--- config.mk ---
export PLATFORM = sky130hd
export DESIGN_NAME = spi_slave_ctrl
export DESIGN_NICKNAME = d
export VERILOG_FILES = /design/src/rtl/spi_pkg.sv /design/src/rtl/spi_tx_serializer.sv /design/src/rtl/spi_slave_ctrl.sv
export SDC_FILE = /design/constraint.sdc
export NUM_CORES = 1
export LEC_CHECK = 0
export ABC_AREA = 1
export CAP_MARGIN = 10
export CELL_PAD_IN_SITES_DETAIL_PLACEMENT = 1
export CELL_PAD_IN_SITES_GLOBAL_PLACEMENT = 2
export CORE_UTILIZATION = 34
export DETAILED_ROUTE_END_ITERATION = 6
export PLACE_DENSITY = 0.82
export SLEW_MARGIN = 40
export SYNTH_ARGS = -nofsm -noshare
export SYNTH_HDL_FRONTEND = slang
export SYNTH_SLANG_ARGS = --single-unit
export TNS_END_PERCENT = 20
--- constraint.sdc ---
create_clock -name clk -period 2.8 [get_ports clk]
set_input_delay 0.84 -clock clk [delete_from_list [all_inputs] [get_ports clk]]
set_output_delay 0.84 -clock clk [all_outputs]
set_load 0.1 [all_outputs]
--- src/rtl/spi_pkg.sv ---
// Shared types and constants for the SPI slave front-end.
package spi_pkg;

    localparam int unsigned CMD_W_DEF  = 10;
    localparam int unsigned DATA_W_DEF = 8;

    localparam logic [1:0] OP_WR_ADDR = 2'b00;
    localparam logic [1:0] OP_WR_DATA = 2'b01;
    localparam logic [1:0] OP_RD_ADDR = 2'b10;
    localparam logic [1:0] OP_RD_DATA = 2'b11;

    typedef enum logic [2:0] {
        IDLE,
        CHK_CMD,
        WRITE,
        READ_ADD,
        READ_DATA
    } state_t;

    typedef enum logic [1:0] {
        SHIFT_IN,
        WAIT_TX,
        SHIFT_OUT,
        DONE
    } rd_phase_t;

endpackage

--- src/rtl/spi_tx_serializer.sv ---
// Shifts one RAM read byte onto MISO, MSB first, one bit per cycle after load.
module spi_tx_serializer
    import spi_pkg::*;
#(
    parameter int unsigned DATA_W = DATA_W_DEF
) (
    input  logic              clk,
    input  logic              rst_n,
    input  logic              clr,
    input  logic              load,
    input  logic [DATA_W-1:0] tx_data,
    output logic              MISO,
    output logic              done
);
    localparam int unsigned CNT_W = $clog2(DATA_W + 1);

    logic [DATA_W-1:0] shreg;
    logic [CNT_W-1:0]  cnt;

    // MSB goes out on the load edge; done marks the cycle carrying the last bit
    always_ff @(posedge clk) begin
        if (!rst_n || clr) begin
            MISO  <= 1'b0;
            shreg <= '0;
            cnt   <= '0;
            done  <= 1'b0;
        end else if (load) begin
            MISO  <= tx_data[DATA_W-1];
            shreg <= {tx_data[DATA_W-2:0], 1'b0};
            cnt   <= CNT_W'(DATA_W - 1);
            done  <= 1'b0;
        end else if (cnt != '0) begin
            MISO  <= shreg[DATA_W-1];
            shreg <= {shreg[DATA_W-2:0], 1'b0};
            cnt   <= cnt - CNT_W'(1);
            done  <= (cnt == CNT_W'(1));
        end else begin
            MISO <= 1'b0;
            done <= 1'b0;
        end
    end

endmodule

--- src/rtl/spi_slave_ctrl.sv ---
// SPI slave front-end: deserialises command words for the RAM and returns read data on MISO.
// Optional macro SPI_TX_TIMEOUT_EN adds a bounded wait for RAM read data (tx_timeout output).
module spi_slave_ctrl
    import spi_pkg::*;
#(
    parameter int unsigned CMD_W  = CMD_W_DEF,
    parameter int unsigned DATA_W = DATA_W_DEF
`ifdef SPI_TX_TIMEOUT_EN
    ,
    parameter int unsigned TX_TIMEOUT = 16
`endif
) (
    input  logic              clk,
    input  logic              rst_n,
    input  logic              SS_n,
    input  logic              MOSI,
    output logic              MISO,
    output logic [CMD_W-1:0]  rx_data,
    output logic              rx_valid,
    input  logic [DATA_W-1:0] tx_data,
    input  logic              tx_valid
`ifdef SPI_TX_TIMEOUT_EN
    ,
    output logic              tx_timeout
`endif
);
    localparam logic [3:0] LAST_IDX = 4'(CMD_W - 1);
    localparam logic [3:0] FULL_CNT = 4'(CMD_W);

    state_t          state, state_nx;
    rd_phase_t       phase, phase_nx;
    logic [3:0]      bit_cnt;
    logic [CMD_W-2:0] shreg;
    logic            rd_addr_seen;
    logic            in_shift;
    logic            shift_en;
    logic            last_bit;
    logic            load;
    logic            tx_done;
    logic            timeout_hit;

    always_ff @(posedge clk) begin
        if (!rst_n) begin
            state <= IDLE;
            phase <= SHIFT_IN;
        end else begin
            state <= state_nx;
            phase <= phase_nx;
        end
    end

    always_comb begin
        state_nx = state;
        phase_nx = phase;
        if (state != IDLE && SS_n) begin
            state_nx = IDLE;
            phase_nx = SHIFT_IN;
        end else begin
            case (state)
                IDLE: begin
                    if (!SS_n) state_nx = CHK_CMD;
                end
                CHK_CMD: begin
                    phase_nx = SHIFT_IN;
                    if (!MOSI)             state_nx = WRITE;
                    else if (rd_addr_seen) state_nx = READ_DATA;
                    else                   state_nx = READ_ADD;
                end
                READ_DATA: begin
                    case (phase)
                        // WAIT_TX starts one cycle after the strobe so a stale tx_valid is never taken
                        SHIFT_IN:  if (bit_cnt == FULL_CNT) phase_nx = WAIT_TX;
                        WAIT_TX: begin
                            if (tx_valid)         phase_nx = SHIFT_OUT;
                            else if (timeout_hit) phase_nx = DONE;
                        end
                        SHIFT_OUT: if (tx_done) phase_nx = DONE;
                        default:   ;
                    endcase
                end
                default: ;
            endcase
        end
    end

    // The 10th bit is taken even when SS_n rises on the same edge
    always_comb begin
        shift_en = 1'b0;
        in_shift = (state == WRITE) || (state == READ_ADD) ||
                   (state == READ_DATA && phase == SHIFT_IN);
        if (state == CHK_CMD)
            shift_en = !SS_n;
        else if (in_shift && bit_cnt < FULL_CNT)
            shift_en = !SS_n || (bit_cnt == LAST_IDX);
        last_bit = shift_en && (bit_cnt == LAST_IDX);
        load     = (state == READ_DATA) && (phase == WAIT_TX) && !SS_n && tx_valid;
    end

    always_ff @(posedge clk) begin
        if (!rst_n) begin
            bit_cnt      <= '0;
            shreg        <= '0;
            rx_data      <= '0;
            rx_valid     <= 1'b0;
            rd_addr_seen <= 1'b0;
        end else begin
            rx_valid <= last_bit;
            if (SS_n)
                bit_cnt <= '0;
            else if (shift_en && bit_cnt != 4'hF)
                bit_cnt <= bit_cnt + 4'd1;
            if (shift_en)
                shreg <= {shreg[CMD_W-3:0], MOSI};
            if (last_bit)
                rx_data <= {shreg, MOSI};
            if (last_bit && state == READ_ADD)
                rd_addr_seen <= 1'b1;
            else if (load || timeout_hit)
                rd_addr_seen <= 1'b0;
        end
    end

`ifdef SPI_TX_TIMEOUT_EN
    localparam int unsigned TO_W = $clog2(TX_TIMEOUT + 1);

    logic [TO_W-1:0] wait_cnt;

    assign timeout_hit = (state == READ_DATA) && (phase == WAIT_TX) && !SS_n && !tx_valid &&
                         (wait_cnt == TO_W'(TX_TIMEOUT - 1));

    always_ff @(posedge clk) begin
        if (!rst_n) begin
            wait_cnt   <= '0;
            tx_timeout <= 1'b0;
        end else begin
            tx_timeout <= timeout_hit;
            if (state == READ_DATA && phase == WAIT_TX)
                wait_cnt <= wait_cnt + TO_W'(1);
            else
                wait_cnt <= '0;
        end
    end
`else
    assign timeout_hit = 1'b0;
`endif

    spi_tx_serializer #(
        .DATA_W (DATA_W)
    ) u_tx_ser (
        .clk     (clk),
        .rst_n   (rst_n),
        .clr     (SS_n),
        .load    (load),
        .tx_data (tx_data),
        .MISO    (MISO),
        .done    (tx_done)
    );

endmodule

Yosys cells after proc, flatten, opt, wreduce, memory -nomap -nowiden
Cells that the tools add are included.
- register bits after elaboration: 43
- bits in latches: 0
- bits in writable memories: 0
- memory bits (read-only): 0
- input bits: 13
- output and inout port bits: 12
- logic and storage cells: 80
- memories: 0
- $add $sub $neg: 2
- multiply operators: 0
- divide/modulo/power cells: 0
- order comparisons: 1
- eq/ne operators: 15
- shift operators: 0
- muxes and demuxes: 19
- bitwise operators: 2
- reduce and logical (&&, ||, !) cells: 29
- operators with widths (operator ; count):
    $mux W8 ; 2
    $mux W3 ; 5
    $logic_and A1 B1 Y1 ; 9
    $eq A4 B4 Y1 const B ; 2
    $reduce_bool A2 Y1 ; 4
    $eq A3 B2 Y1 const B ; 2
    $mux W1 ; 6
    $mux W2 ; 3
    $ne A3 B3 Y1 const B ; 2
    $pmux W2 S3 ; 1
    $pmux W3 S2 ; 1
    $reduce_or A2 Y1 ; 3
    $reduce_and A5 Y1 ; 1
    $add A4 B1 Y4 const B ; 1
    $eq A4 B1 Y1 const B ; 1
    $logic_or A1 B1 Y1 ; 4
    $lt A4 B4 Y1 const B ; 1
    $ne A4 B1 Y1 const B ; 1
    $ne A4 B4 Y1 const B ; 1
    $pmux W2 S2 ; 1
    $reduce_bool A4 Y1 ; 1
    $sub A4 B1 Y4 const B ; 1
    $eq A3 B1 Y1 const B ; 1
    $eq A3 B3 Y1 const B ; 1
    11 further kinds ; 13

Logic depth before layout (Yosys ltp)
Gate-level depths: netlist of run 1.
- depth in word-level cells: 9
- depth in mapped cells: 10
- depth with buffers taken out: 10

By module
Synthesis of run 1 repeated with hierarchy kept, for this count alone.
- cell total of the unflattened synthesis: 278
- area total of the unflattened synthesis: 2039.5 um2
- modules (own cells, without submodules) (module ; times used ; cells an instance ; area each (um2) ; seq. area each (um2)):
    spi_slave_ctrl ; 1 ; 185 ; 1365.1 ; 600.6
    spi_tx_serializer ; 1 ; 93 ; 674.4 ; 260.2

Worst setup path after synthesis of run 1
OpenSTA, ideal clock, no wires.
- kind: reg-to-output
- start: register rx_data[2]
- end: output port rx_data[2]
- arrival time: 0.939 ns
- required time: 1.960 ns
- path slack: 1.021 ns
- cell stages (with the launch flop): 1
- buffers on the path: 0
- cells stage by stage: dfxtp_1
- RTL lines (element ; line ; source):
    from (decl) ; spi_slave_ctrl.sv:18 ; output logic [CMD_W-1:0] rx_data,
    from (signal assigned) ; spi_slave_ctrl.sv:115 ; rx_data <= {shreg, MOSI};
No word-level cell between the ends.

Worst setup path after layout of run 1
- start: input port SS_n
- end: register rx_data[3]
- longest elaborated chain between the ends: 5
- RTL lines (element ; line ; source):
    from (decl) ; spi_slave_ctrl.sv:15 ; input logic SS_n,
    $logic_not A1 Y1 * ; spi_slave_ctrl.sv:92, spi_slave_ctrl.sv:94 ;
    $logic_or A1 B1 Y1 ; spi_slave_ctrl.sv:94 ; shift_en = !SS_n || (bit_cnt == LAST_IDX);
    $mux W1 ; spi_slave_ctrl.sv:93 ; else if (in_shift && bit_cnt < FULL_CNT)
    $mux W1 * ; spi_slave_ctrl.sv:91 ; if (state == CHK_CMD)
    $logic_and A1 B1 Y1 * ; spi_slave_ctrl.sv:95 ; last_bit = shift_en && (bit_cnt == LAST_IDX);
Mark *: on every way between the ends. The rest lies on a longest branch, timed or not.
A chain may end at the register's enable or synchronous reset.

==> results of run 1 <==
worst max-delay path, cell delays in order:
cell	delay [ns]
sky130_fd_sc_hd__clkdlybuf4s50_1	0.47
sky130_fd_sc_hd__inv_1	0.12
sky130_fd_sc_hd__nand2_1	0.10
sky130_fd_sc_hd__nand2_4	0.23
sky130_fd_sc_hd__nand2_4	0.18
sky130_fd_sc_hd__nor2_4	0.19
sky130_fd_sc_hd__nand2_1	0.08
sky130_fd_sc_hd__nand2_1	0.06
Yosys cell counts (2+ instances only):
library cell and number:
sky130_fd_sc_hd__a21oi_1 21, sky130_fd_sc_hd__buf_6 3, sky130_fd_sc_hd__dfxtp_1 43, sky130_fd_sc_hd__ha_1 9
sky130_fd_sc_hd__inv_1 23, sky130_fd_sc_hd__inv_2 5, sky130_fd_sc_hd__nand2_1 69, sky130_fd_sc_hd__nand2_2 5
sky130_fd_sc_hd__nand2_4 2, sky130_fd_sc_hd__nand3_1 27, sky130_fd_sc_hd__nand3_2 3, sky130_fd_sc_hd__nand4_1 2
sky130_fd_sc_hd__nor2_1 26, sky130_fd_sc_hd__nor2_2 2, sky130_fd_sc_hd__nor2_4 3, sky130_fd_sc_hd__nor3_1 3
sky130_fd_sc_hd__o21ai_0 8, sky130_fd_sc_hd__o21ai_1 2, sky130_fd_sc_hd__xor2_1 2
power by group:
group          leakage [nW]  internal, mW  switching [mW]
Combinational         0.638         0.181           0.370
Sequential            0.348         0.684          0.0711
Clock                0.0412         0.175           0.211
Total                  1.03          1.04           0.653
routing by layer:
layer | wire (um) | part of all wire | track usage
met1 | 2380 | 0.54 | 0.230
met2 | 1860 | 0.42 | 0.245
met3 | 133 | 0.030 | 0.0437
met4 | 60 | 0.014 | 0.0545
met5 | 0 | 0 | 0
per-stage QoR:
| step | hold WS [ns] | area, um^2 | utilization | instances | worst slack [ns] |
|---|---|---|---|---|---|
| finish | 0.453 | 2350 | 0.420 | 367 | 0.754 |
| global route | 0.497 | 2350 | 0.420 | 367 | 0.604 |
| CTS | 0.459 | 2350 | 0.420 | 367 | 0.730 |
| detailed placement | 0.441 | 2270 | 0.405 | 359 | 0.411 |
| global placement | 0.438 | 2270 | 0.405 | 359 | 0.464 |
| floorplan | 0.419 | 2010 | - | 266 | 1.02 |
registers in the layout (all words and copies together), names as in the netlist:
signal          flops
bit_cnt             4
phase               2
rd_addr_seen        1
rx_data            10
rx_valid            1
shreg               9
state               3
u_tx_ser.MISO       1
u_tx_ser.cnt        4
u_tx_ser.done       1
u_tx_ser.shreg      7
area by class of cell:
cell class / instances / area share
Tap cell: 72 / 0.0383
Sequential cell: 43 / 0.366
Clock buffer: 6 / 0.0308
Timing Repair Buffer: 27 / 0.0989
Clock inverter: 2 / 0.00532
Multi-Input combinational cell: 189 / 0.416
Inverter: 28 / 0.0447
worst max path at each step:
stage | from | depth (start not counted) | slack, ns | endpoint
2_1_floorplan | rx_data[2]$_SDFFE_PN0P_ | 0 | 1.02 | rx_data[2]
3_3_place_gp | SS_n | 8 | 0.46 | rd_addr_seen$_SDFFE_PN0P_
3_5_place_dp | SS_n | 8 | 0.41 | rx_data[3]$_SDFFE_PN0P_
4_1_cts | SS_n | 8 | 0.73 | rx_data[3]$_SDFFE_PN0P_
5_1_grt | SS_n | 8 | 0.60 | rx_data[1]$_SDFFE_PN0P_
6_report | SS_n | 8 | 0.75 | rx_data[3]$_SDFFE_PN0P_
kinds of logic after synthesis:
family | share of synthesized area
AO/OA/AOI/OAI | 0.0841
XOR/XNOR | 0.00872
adder cells (fa/ha/maj) | 0.0561
buffers and inverters | 0.0835
flip-flops | 0.429
AND/OR/NAND/NOR | 0.339
==> results_tabular.tex, run 1 <==
\begin{tabular}{lr}
\hline
Metric & Value \\
\hline
\multicolumn{2}{l}{\textbf{Timing}} \\
Final min period & roughly 2 ns \\
RSZ-0062 raised after global routing & no \\
Final Hold Vio Count & 0 \\
Setup violations, final & 0 \\
Worst slew slack as a fraction of its limit & 0.631 \\
Worst slew pin tran & 0.551 ns \\
Worst Clk Skew & 0.00897 ns \\
Max Fclk & 489 MHz \\
Sum of negative setup slack & 0 ns \\
Number of max-slew violations in the final report & 0 \\
Fin crit share & 0.731 \\
\multicolumn{2}{l}{\textbf{Global route}} \\
Wire length of the first global-routing pass & between 7000 and 8000 um \\
Number of global-route vias before repair & approximately 1700 \\
Congestion Overflow GR & 0 \\
Maximum number of pins on one net before global-route repair & 24 \\
Number of antenna violations at the first check in global routing & 0 \\
Overall Global Routing Usage & 0.165 \\
\multicolumn{2}{l}{\textbf{Power and ir drop}} \\
Worst IR drop on VDD & 0.268 mV \\
Cell leakage power & 1.03 nW \\
Post-layout power & 1.69 mW \\
Power per standard cell area & between 700 and 800 mW/mm\^{}2 \\
\multicolumn{2}{l}{\textbf{Logic synthesis}} \\
Number of distinct library cells after synthesis & 27 \\
Number of enable flip-flop cells after synthesis & 0 \\
Dominant register cell in the synthesized netlist & sky130\_fd\_sc\_hd\_\_dfxtp\_1 \\
Synthesized net count & 288 \\
Synthesized instance count & roughly 270 \\
Top-area cell type share of the netlist area & 0.429 \\
Avg Inst Size Synth & roughly 7.5 um\^{}2 \\
Most area-consuming cells after synthesis & sky130\_fd\_sc\_hd\_\_dfxtp\_1, sky130\_fd\_sc\_hd\_\_nand2\_1, sky130\_fd\_sc\_hd\_\_nand3\_1 \\
Proportion of synthesized flip-flops having asynchronous set or reset & 0 \\
Synthesized flop and latch total & 43 \\
Cell type with the highest aggregate area in the netlist & sky130\_fd\_sc\_hd\_\_dfxtp\_1 \\
Number of warnings reported in the yosys synthesis log & 0 \\
Combined area of all synthesized cells & between 0.002 and 0.0025 mm\^{}2 \\
Proportion of synthesized chip area in sequential cells & 0.429 \\
\multicolumn{2}{l}{\textbf{Layout}} \\
Most frequent cells in the layout & sky130\_fd\_sc\_hd\_\_nand2\_1, sky130\_fd\_sc\_hd\_\_dfxtp\_1, sky130\_fd\_sc\_hd\_\_nand3\_1 \\
Diode count & 0 \\
Layout net count & roughly 320 \\
Synth-to-Final Area Change & 17.2\% \\
Sequential cell area in the final layout & 861 um\^{}2 \\
Fraction of layout instances using a drive strength above 1 & 0.146 \\
Filler instances & 720 \\
Multi-input combinational cell area & 980 um\^{}2 \\
Most frequent standard cell in the layout excluding fill and tap cells & sky130\_fd\_sc\_hd\_\_nand2\_1 \\
\multicolumn{2}{l}{\textbf{Worst hold path}} \\
Type of the most critical hold path & reg -> reg \\
Worst Hold Path Cells & 2 \\
End point of the worst hold path & u\_tx\_ser.shreg[7]\$\_SDFFE\_PP0P\_ \\
Source of the worst hold timing path & u\_tx\_ser.shreg[6]\$\_SDFFE\_PP0P\_ \\
\multicolumn{2}{l}{\textbf{Floorplanning}} \\
Height of the die & slightly below 80 um \\
Starting Density & 0.358 \\
Cell row count & 27 \\
Width of the die & 78.9 um \\
Overall die area & 0.00622 mm\^{}2 \\
Number of I/O pins & 25 \\
Placeable core region & about 0.0056 mm\^{}2 \\
\multicolumn{2}{l}{\textbf{Critical path}} \\
Endpoint type of the worst setup path & flip-flop \\
Number of cells on the worst reg-to-reg path & 10 \\
Endpoint of the worst-slack reg-to-reg timing path & rx\_data[3]\$\_SDFFE\_PN0P\_ \\
Startpoint of the worst register-to-register path & phase[1]\$\_SDFFE\_PP0P\_ \\
Largest fanout on the critical path & 23 \\
Data arrival, critical path & 2.29 ns \\
Critical path class & in -> reg \\
Worst reg2reg setup slack & 1.09 ns \\
Required time of the worst setup path & 3.04 ns \\
CP startpoint kind & input port \\
\multicolumn{2}{l}{\textbf{Clock tree}} \\
Insertion delay to the later sink of the worst-skew pair & 0.29 ns \\
PostCTS Resize Cnt & 0 \\
Total setup buffers inserted after CTS & 0 \\
Hold buffer count at CTS & 0 \\
Number of CTS-inserted buffers & 5 \\
Clock slew seen by the registers of the worst setup and hold paths & $\sim$0.080 ns \\
Root Buffer Master & sky130\_fd\_sc\_hd\_\_clkbuf\_8 \\
Clock tree from TritonCTS & yes \\
Number of clock sinks & 43 \\
Number of buffers on the longest clock path & 2 \\
Number of H-tree levels & 2 \\
\multicolumn{2}{l}{\textbf{Flow run}} \\
Count of max-cap constraint violations & 0 \\
\multicolumn{2}{l}{\textbf{Place}} \\
Number of port buffers & 24 \\
Final Wtd Congestion & between 0.7 and 0.8 \\
Total half-perimeter wirelength after legalization and detailed placement & 3310 um \\
\multicolumn{2}{l}{\textbf{Detailed routing}} \\
Total vias in the final route & 1704 \\
Total length of routed wires & 4440 um \\
ANT nets after route & 0 \\
Iter 0 DRT Violations & 79 \\
WL/cell & between 10 and 15 um \\
Pre-Repair DR Iteration Count & 4 \\
Count of unresolved DRC violations after routing & 0 \\
Via/cell ratio & 4.64 \\
\multicolumn{2}{l}{\textbf{Outcome}} \\
Outcome & completed \\
\hline
\end{tabular}
(Power assumes the default switching activity.)
==> run 2, diff against run 1 <==
--- a/config.mk
+++ b/config.mk
@@ -9,9 +9,9 @@
 export CAP_MARGIN = 10
 export CELL_PAD_IN_SITES_DETAIL_PLACEMENT = 1
 export CELL_PAD_IN_SITES_GLOBAL_PLACEMENT = 2
-export CORE_UTILIZATION = 34
+export CORE_UTILIZATION = 31
 export DETAILED_ROUTE_END_ITERATION = 6
-export PLACE_DENSITY = 0.82
+export PLACE_DENSITY = 0.75
 export SLEW_MARGIN = 40
 export SYNTH_ARGS = -nofsm -noshare
 export SYNTH_HDL_FRONTEND = slang
==> constraint.sdc (replaced) <==
create_clock -name clk -period 1.99 [get_ports clk]
set_input_delay 0.597 -clock clk [delete_from_list [all_inputs] [get_ports clk]]
set_output_delay 0.597 -clock clk [all_outputs]
set_load 0.1 [all_outputs]
==> results_tabular.tex, run 2 (synthesized netlist as in run 1, its figures left out) <==
\begin{tabular}{lr}
\hline
Metric & Value \\
\hline
\multicolumn{2}{l}{\textbf{Power and ir drop}} \\
Post-layout power & 2.56 mW (was 1.69 mW) \\
Cell leakage power & 1.12 nW (was 1.03 nW) \\
Power per standard cell area & 985 mW/mm\^{}2 (was 719 mW/mm\^{}2) \\
Worst IR drop on VDD & 0.460 mV (was 0.268 mV) \\
\multicolumn{2}{l}{\textbf{Critical path}} \\
Delay of the slowest cell on the worst path & 0.58 ns (was 0.47 ns) \\
Critical path's slowest cell & sky130\_fd\_sc\_hd\_\_clkdlybuf4s50\_1 (unchanged) \\
CP startpoint kind & input port (unchanged) \\
Endpoint of the worst-slack reg-to-reg timing path & bit\_cnt[3]\$\_SDFFE\_PP0P\_ (was rx\_data[3]\$\_SDFFE\_PN0P\_) \\
Critical path class & in -> reg (unchanged) \\
Startpoint of the worst register-to-register path & bit\_cnt[1]\$\_SDFFE\_PP0P\_ (was phase[1]\$\_SDFFE\_PP0P\_) \\
Largest fanout on the critical path & 7 (was 23) \\
Critical Path Most Common Cell & sky130\_fd\_sc\_hd\_\_nand2\_1 (unchanged) \\
Endpoint type of the worst setup path & flip-flop (unchanged) \\
Worst reg2reg setup slack & 0.41 ns (was 1.09 ns) \\
Number of cells on the worst reg-to-reg path & 10 (unchanged) \\
Data arrival, critical path & 1.93 ns (was 2.29 ns) \\
Required time of the worst setup path & 2.21 ns (was 3.04 ns) \\
Cell chain of the critical path & clkdlybuf4s50\_1 -> inv\_1 -> nand2\_1 -> nand2\_4 -> buf\_4 -> nand2\_1 -> nand2\_1 -> a21oi\_1 (was clkdlybuf4s50\_1 -> inv\_1 -> nand2\_1 -> nand2\_4 -> nand2\_4 -> nor2\_4 -> nand2\_1 -> nand2\_1) \\
\multicolumn{2}{l}{\textbf{Detailed routing}} \\
Via/cell ratio & 4.60 (was 4.64) \\
WL/cell & 12.5 um (was 12.1 um) \\
Total length of routed wires & 4750 um (was 4440 um) \\
Pre-Repair DR Iteration Count & 4 (unchanged) \\
Total vias in the final route & 1748 (was 1704) \\
Iter 0 DRT Violations & 36 (was 79) \\
ANT nets after route & 0 (unchanged) \\
Count of unresolved DRC violations after routing & 0 (unchanged) \\
\multicolumn{2}{l}{\textbf{Place}} \\
Final Wtd Congestion & 0.728 (was 0.744) \\
Placed inst area & 0.00250 mm\^{}2 (was 0.00227 mm\^{}2) \\
Total half-perimeter wirelength after legalization and detailed placement & 3630 um (was 3310 um) \\
Number of port buffers & 24 (unchanged) \\
Post-placement cell count & 372 (was 359) \\
\multicolumn{2}{l}{\textbf{Clock tree}} \\
Clock tree from TritonCTS & yes (unchanged) \\
Clock slew seen by the registers of the worst setup and hold paths & 0.08 ns (about the same) \\
PostCTS Resize Cnt & 0 (unchanged) \\
Hold buffer count at CTS & 0 (unchanged) \\
Insertion delay to the later sink of the worst-skew pair & 0.30 ns (was 0.29 ns) \\
Total setup buffers inserted after CTS & 0 (unchanged) \\
Number of CTS-inserted buffers & 5 (unchanged) \\
Number of buffers on the longest clock path & 2 (unchanged) \\
Number of clock sinks & 43 (unchanged) \\
Root Buffer Master & sky130\_fd\_sc\_hd\_\_clkbuf\_8 (unchanged) \\
Number of H-tree levels & 2 (unchanged) \\
\multicolumn{2}{l}{\textbf{Layout}} \\
Number of standard cells in the final layout excluding fillers & 380 (was 367) \\
Biggest register & rx\_data (unchanged) \\
Max FFs per register & 10 (unchanged) \\
Most frequent cells in the layout & sky130\_fd\_sc\_hd\_\_nand2\_1, sky130\_fd\_sc\_hd\_\_dfxtp\_1, sky130\_fd\_sc\_hd\_\_nand3\_1 (unchanged) \\
Fraction of layout instances using a drive strength above 1 & 0.174 (was 0.146) \\
Layout net count & 326 (was 316) \\
Most frequent standard cell in the layout excluding fill and tap cells & sky130\_fd\_sc\_hd\_\_nand2\_1 (unchanged) \\
Synth-to-Final Area Change & 29.3\% (was 17.2\%) \\
Leading registers by flop count & rx\_data: 10 flops, shreg: 9 flops, u\_tx\_ser.shreg: 7 flops (unchanged) \\
Utilization after layout & 0.426 (was 0.420) \\
Finished layout cell area & 0.00260 mm\^{}2 (was 0.00235 mm\^{}2) \\
Diode count & 0 (unchanged) \\
\multicolumn{2}{l}{\textbf{Global route}} \\
Number of antenna violations at the first check in global routing & 0 (unchanged) \\
Maximum number of pins on one net before global-route repair & 14 (was 24) \\
Wire length of the first global-routing pass & 8350 um (was 7970 um) \\
Overall Global Routing Usage & 0.164 (was 0.165) \\
Congestion Overflow GR & 0 (unchanged) \\
Number of global-route vias before repair & 1770 (was 1659) \\
\multicolumn{2}{l}{\textbf{Timing}} \\
Worst slew slack as a fraction of its limit & 0.806 (was 0.631) \\
Worst slew pin tran & 0.291 ns (was 0.551 ns) \\
Final worst hold slack & 0.462 ns (was 0.453 ns) \\
Fin crit share & 0.859 \\
Setup violations, final & 0 (unchanged) \\
Worst Clk Skew & 0.00917 ns (was 0.00897 ns) \\
Final min period & $\sim$1.7 ns \\
RSZ-0062 raised after global routing & no (unchanged) \\
Final Hold Vio Count & 0 (unchanged) \\
Number of max-slew violations in the final report & 0 (unchanged) \\
Max Fclk & 585 MHz \\
\multicolumn{2}{l}{\textbf{Outcome}} \\
Outcome & completed (unchanged) \\
\multicolumn{2}{l}{\textbf{Worst hold path}} \\
Type of the most critical hold path & reg -> reg (unchanged) \\
Source of the worst hold timing path & u\_tx\_ser.shreg[6]\$\_SDFFE\_PP0P\_ (unchanged) \\
End point of the worst hold path & u\_tx\_ser.shreg[7]\$\_SDFFE\_PP0P\_ (unchanged) \\
Worst Hold Path Cells & 2 (unchanged) \\
\multicolumn{2}{l}{\textbf{Floorplanning}} \\
Starting Density & 0.329 (was 0.358) \\
Height of the die & 82.5 um (was 78.9 um) \\
Number of I/O pins & 25 (unchanged) \\
Placeable core region & 0.00610 mm\^{}2 (was 0.00561 mm\^{}2) \\
Cell row count & 28 (was 27) \\
Width of the die & 82.5 um (was 78.9 um) \\
Overall die area & 0.00680 mm\^{}2 (was 0.00622 mm\^{}2) \\
\multicolumn{2}{l}{\textbf{Flow run}} \\
Count of max-cap constraint violations & 0 (unchanged) \\
\hline
\end{tabular}
==> run 2: final cells by class <==
| type | instances | area (um^2) |
|---|---|---|
| clock buffer | 8 | 100 |
| fill | 764 | 3500 |
| inverter | 28 | 105 |
| multi-input combinational | 189 | 980 |
| sequential | 43 | 861 |
| tap | 75 | 93.8 |
| timing repair buffer | 37 | 458 |
==> run 2: worst max path at each step <==
stage / start / slack (ns) / endpoint
after detailed placement: tx_valid / -0.04 / u_tx_ser.MISO$_SDFF_PP0_
after CTS: tx_valid / 0.29 / u_tx_ser.MISO$_SDFF_PP0_
final: SS_n / 0.28 / bit_cnt[3]$_SDFFE_PP0P_
after global placement: SS_n / -0.03 / rx_data[1]$_SDFFE_PN0P_
after global routing: SS_n / 0.15 / rx_data[5]$_SDFFE_PN0P_
after floorplan: rx_data[2]$_SDFFE_PN0P_ / 0.45 / rx_data[2]
==> run 2: routing by layer <==
metal	vias up	track usage	part of all wire
met2	18	0.250	0.43
met5	-	0	0
met3	7	0.0462	0.023
met4	0	0.0421	0.014
li1	929	-	-
met1	794	0.224	0.53
==> run 2: worst max-delay path, delay by kind of cell <==
kind                   cells  cell delay (ns)
AOI/OAI and AO/OA          1             0.15
buffers and inverters      3             0.83
and+or+nand+nor            4             0.35
==> run 2: report_power, final <==
group / internal [mW] / switching (mW) / total (mW)
Clock: 0.317 / 0.301 / 0.619
Sequential: 0.963 / 0.0999 / 1.06
Combinational: 0.330 / 0.548 / 0.878
Total: 1.61 / 0.949 / 2.56
==> run 2: stage by stage <==
stage	setup TNS [ns]	worst slack (ns)
4_1_cts	0	0.286
5_1_grt	0	0.146
6_report	0	0.281
2_1_floorplan	0	0.454
3_3_place_gp	-0.138	-0.0311
3_5_place_dp	-0.130	-0.0360
==> run 3, diff against run 2 <==
--- a/config.mk
+++ b/config.mk
@@ -11,7 +11,9 @@
 export CELL_PAD_IN_SITES_GLOBAL_PLACEMENT = 2
 export CORE_UTILIZATION = 31
 export DETAILED_ROUTE_END_ITERATION = 6
+export HOLD_SLACK_MARGIN = 0.05
 export PLACE_DENSITY = 0.75
+export REMOVE_ABC_BUFFERS = 1
 export SLEW_MARGIN = 40
 export SYNTH_ARGS = -nofsm -noshare
 export SYNTH_HDL_FRONTEND = slang
==> results_tabular.tex, run 3 (synthesized netlist as in run 1, its figures left out) <==
\begin{tabular}{lr}
\hline
Metric & Value \\
\hline
\multicolumn{2}{l}{\textbf{Layout}} \\
Most frequent standard cell in the layout excluding fill and tap cells & sky130\_fd\_sc\_hd\_\_nand2\_1 (unchanged) \\
Utilization after layout & 0.427 (was 0.426) \\
Fraction of layout instances using a drive strength above 1 & 0.176 (was 0.174) \\
Diode count & 0 (unchanged) \\
Max FFs per register & 10 (unchanged) \\
Leading registers by flop count & rx\_data: 10 flops, shreg: 9 flops, u\_tx\_ser.shreg: 7 flops (unchanged) \\
Most frequent cells in the layout & sky130\_fd\_sc\_hd\_\_nand2\_1, sky130\_fd\_sc\_hd\_\_dfxtp\_1, sky130\_fd\_sc\_hd\_\_nand3\_1 (unchanged) \\
Biggest register & rx\_data (unchanged) \\
Synth-to-Final Area Change & 29.6\% (was 29.3\%) \\
Number of standard cells in the final layout excluding fillers & 381 (was 380) \\
Layout net count & 327 (was 326) \\
\multicolumn{2}{l}{\textbf{Detailed routing}} \\
ANT nets after route & 0 (unchanged) \\
Pre-Repair DR Iteration Count & 4 (unchanged) \\
Count of unresolved DRC violations after routing & 0 (unchanged) \\
Via/cell ratio & 4.61 (was 4.60) \\
Total vias in the final route & 1758 (was 1748) \\
WL/cell & 12.7 um (was 12.5 um) \\
Iter 0 DRT Violations & 35 (was 36) \\
Total length of routed wires & 4840 um (was 4750 um) \\
\multicolumn{2}{l}{\textbf{Global route}} \\
Maximum number of pins on one net before global-route repair & 14 (unchanged) \\
Number of global-route vias before repair & 1704 (was 1770) \\
Overall Global Routing Usage & 0.162 (was 0.164) \\
Congestion Overflow GR & 0 (unchanged) \\
Wire length of the first global-routing pass & 8250 um (was 8350 um) \\
Number of antenna violations at the first check in global routing & 0 (unchanged) \\
\multicolumn{2}{l}{\textbf{Clock tree}} \\
PostCTS Resize Cnt & 0 (unchanged) \\
Total setup buffers inserted after CTS & 0 (unchanged) \\
Root Buffer Master & sky130\_fd\_sc\_hd\_\_clkbuf\_8 (unchanged) \\
Number of CTS-inserted buffers & 5 (unchanged) \\
Number of buffers on the longest clock path & 2 (unchanged) \\
Hold buffer count at CTS & 0 (unchanged) \\
Insertion delay to the later sink of the worst-skew pair & 0.30 ns (about the same) \\
Number of clock sinks & 43 (unchanged) \\
Number of H-tree levels & 2 (unchanged) \\
Clock tree from TritonCTS & yes (unchanged) \\
Clock slew seen by the registers of the worst setup and hold paths & 0.08 ns (about the same) \\
\multicolumn{2}{l}{\textbf{Critical path}} \\
CP startpoint kind & input port (unchanged) \\
Worst path bufs/invs & 3 (unchanged) \\
Data arrival, critical path & 1.91 ns (was 1.93 ns) \\
Critical Path Most Common Cell & sky130\_fd\_sc\_hd\_\_nand2\_1 (unchanged) \\
Kind of cell adding the most delay to the critical path & buffers and inverters (unchanged) \\
Critical path's slowest cell & sky130\_fd\_sc\_hd\_\_clkdlybuf4s50\_1 (unchanged) \\
Worst reg2reg setup slack & 0.40 ns (was 0.41 ns) \\
Cell chain of the critical path & clkdlybuf4s50\_1 -> nand4\_1 -> nor2\_2 -> buf\_4 -> nor2\_4 -> nand2\_1 -> nand3\_1 -> nand2\_1 -> inv\_1 (was clkdlybuf4s50\_1 -> inv\_1 -> nand2\_1 -> nand2\_4 -> buf\_4 -> nand2\_1 -> nand2\_1 -> a21oi\_1) \\
Largest fanout on the critical path & 9 (was 7) \\
Required time of the worst setup path & 2.19 ns (was 2.21 ns) \\
Critical path class & in -> reg (unchanged) \\
Delay of the slowest cell on the worst path & 0.49 ns (was 0.58 ns) \\
Endpoint type of the worst setup path & flip-flop (unchanged) \\
\multicolumn{2}{l}{\textbf{Timing}} \\
Worst Clk Skew & 0.0102 ns (was 0.00917 ns) \\
Worst slew pin tran & 0.286 ns (was 0.291 ns) \\
Worst slew slack as a fraction of its limit & 0.809 (was 0.806) \\
Final min period & 1.70 ns (was 1.71 ns) \\
Final Hold Vio Count & 0 (unchanged) \\
Fin crit share & 0.856 (was 0.859) \\
Setup violations, final & 0 (unchanged) \\
Final worst hold slack & 0.463 ns (was 0.462 ns) \\
RSZ-0062 raised after global routing & no (unchanged) \\
Max Fclk & 587 MHz (was 585 MHz) \\
Worst setup slack after layout & 0.287 ns (was 0.281 ns) \\
Number of max-slew violations in the final report & 0 (unchanged) \\
\multicolumn{2}{l}{\textbf{Place}} \\
Worst slack after detailed placement & -0.0358 ns (was -0.0360 ns) \\
Final Wtd Congestion & 0.712 (was 0.728) \\
Number of port buffers & 24 (unchanged) \\
Post-placement cell count & 373 (was 372) \\
Total half-perimeter wirelength after legalization and detailed placement & 3610 um (was 3630 um) \\
\multicolumn{2}{l}{\textbf{Floorplanning}} \\
Overall die area & 0.00680 mm\^{}2 (unchanged) \\
Starting Density & 0.329 (unchanged) \\
Width of the die & 82.5 um (unchanged) \\
Number of I/O pins & 25 (unchanged) \\
Height of the die & 82.5 um (unchanged) \\
Placeable core region & 0.00610 mm\^{}2 (unchanged) \\
Cell row count & 28 (unchanged) \\
\multicolumn{2}{l}{\textbf{Power and ir drop}} \\
Proportion of power drawn by combinational gates & 0.350 (was 0.343) \\
Cell internal pwr & 1.54 mW (was 1.61 mW) \\
Power per standard cell area & 958 mW/mm\^{}2 (was 985 mW/mm\^{}2) \\
Clk network pwr share & 0.225 (was 0.242) \\
Power spent charging and discharging nets & 957 uW (was 949 uW) \\
Post-layout power & 2.49 mW (was 2.56 mW) \\
Switching power as a share of total power & 0.384 (was 0.371) \\
Cell leakage power & 1.12 nW (about the same) \\
Sequential share of power & 0.425 (was 0.415) \\
Worst IR drop on VDD & 0.489 mV (was 0.460 mV) \\
\multicolumn{2}{l}{\textbf{Worst hold path}} \\
Type of the most critical hold path & reg -> reg (unchanged) \\
\multicolumn{2}{l}{\textbf{Outcome}} \\
Outcome & completed (unchanged) \\
\multicolumn{2}{l}{\textbf{Flow run}} \\
Count of max-cap constraint violations & 0 (unchanged) \\
\hline
\end{tabular}
==> run 3: changes by cell type in the layout (fill, tap and decap cells not counted), sizes merged <==
| cell | change |
|---|---|
| clkinvlp | +1 |
| buf | +1 |
| clkinv | +1 |
| clkbuf | -2 |
==> run 3: cell type report <==
| class | instances | area [um^2] |
|---|---|---|
| clock inverter | 2 | 12.5 |
| tap | 75 | 93.8 |
| sequential | 43 | 861 |
| clock buffer | 6 | 72.6 |
| inverter | 28 | 105 |
| multi-input combinational | 189 | 980 |
| timing repair buffer | 38 | 478 |
| fill | 762 | 3490 |
==> run 3: path summary, 6_finish.rpt <==
check | endpoint | cells past startpoint | start
min | u_tx_ser.shreg[7]$_SDFFE_PP0P_ | 2 | u_tx_ser.shreg[6]$_SDFFE_PP0P_
max | u_tx_ser.shreg[6]$_SDFFE_PP0P_ | 9 | tx_valid
max reg2reg | u_tx_ser.shreg[6]$_SDFFE_PP0P_ | 10 | phase[1]$_SDFFE_PP0P_
min reg2reg | u_tx_ser.shreg[7]$_SDFFE_PP0P_ | 2 | u_tx_ser.shreg[6]$_SDFFE_PP0P_
==> run 3: per-layer routing <==
metal  track usage  share of wire
met1         0.218           0.52
met5             0              0
met3        0.0363          0.031
met2         0.253           0.43
met4        0.0526          0.013
==> run 3: stage by stage <==
step                      setup TNS [ns]  cell area [um^2]
after CTS                              0              2600
final                                  0              2600
after global placement           -0.0114              2520
after floorplan                        0              1950
after detailed placement          -0.157              2520
after global routing                   0              2600
==> run 3: power groups by stage <==
stage,registers [mW],logic [mW],clock network [mW]
3_3_place_gp,1.08,0.886,0
2_1_floorplan,1.05,0.589,0
4_1_cts,1.06,0.893,0.581
5_1_grt,1.08,0.992,0.620
3_5_place_dp,1.08,0.885,0
6_report,1.06,0.874,0.560
==> run 3: worst register-to-register path, cell delays in order (launching register included) <==
cell and delay, ns:
sky130_fd_sc_hd__dfxtp_1 0.34, sky130_fd_sc_hd__inv_1 0.10, sky130_fd_sc_hd__ha_1 0.23, sky130_fd_sc_hd__nand4_1 0.13, sky130_fd_sc_hd__nor2_2 0.19, sky130_fd_sc_hd__buf_4 0.22, sky130_fd_sc_hd__nor2_4 0.08, sky130_fd_sc_hd__nand2_1 0.06
sky130_fd_sc_hd__nand3_1 0.07, sky130_fd_sc_hd__nand2_1 0.06, sky130_fd_sc_hd__inv_1 0.03
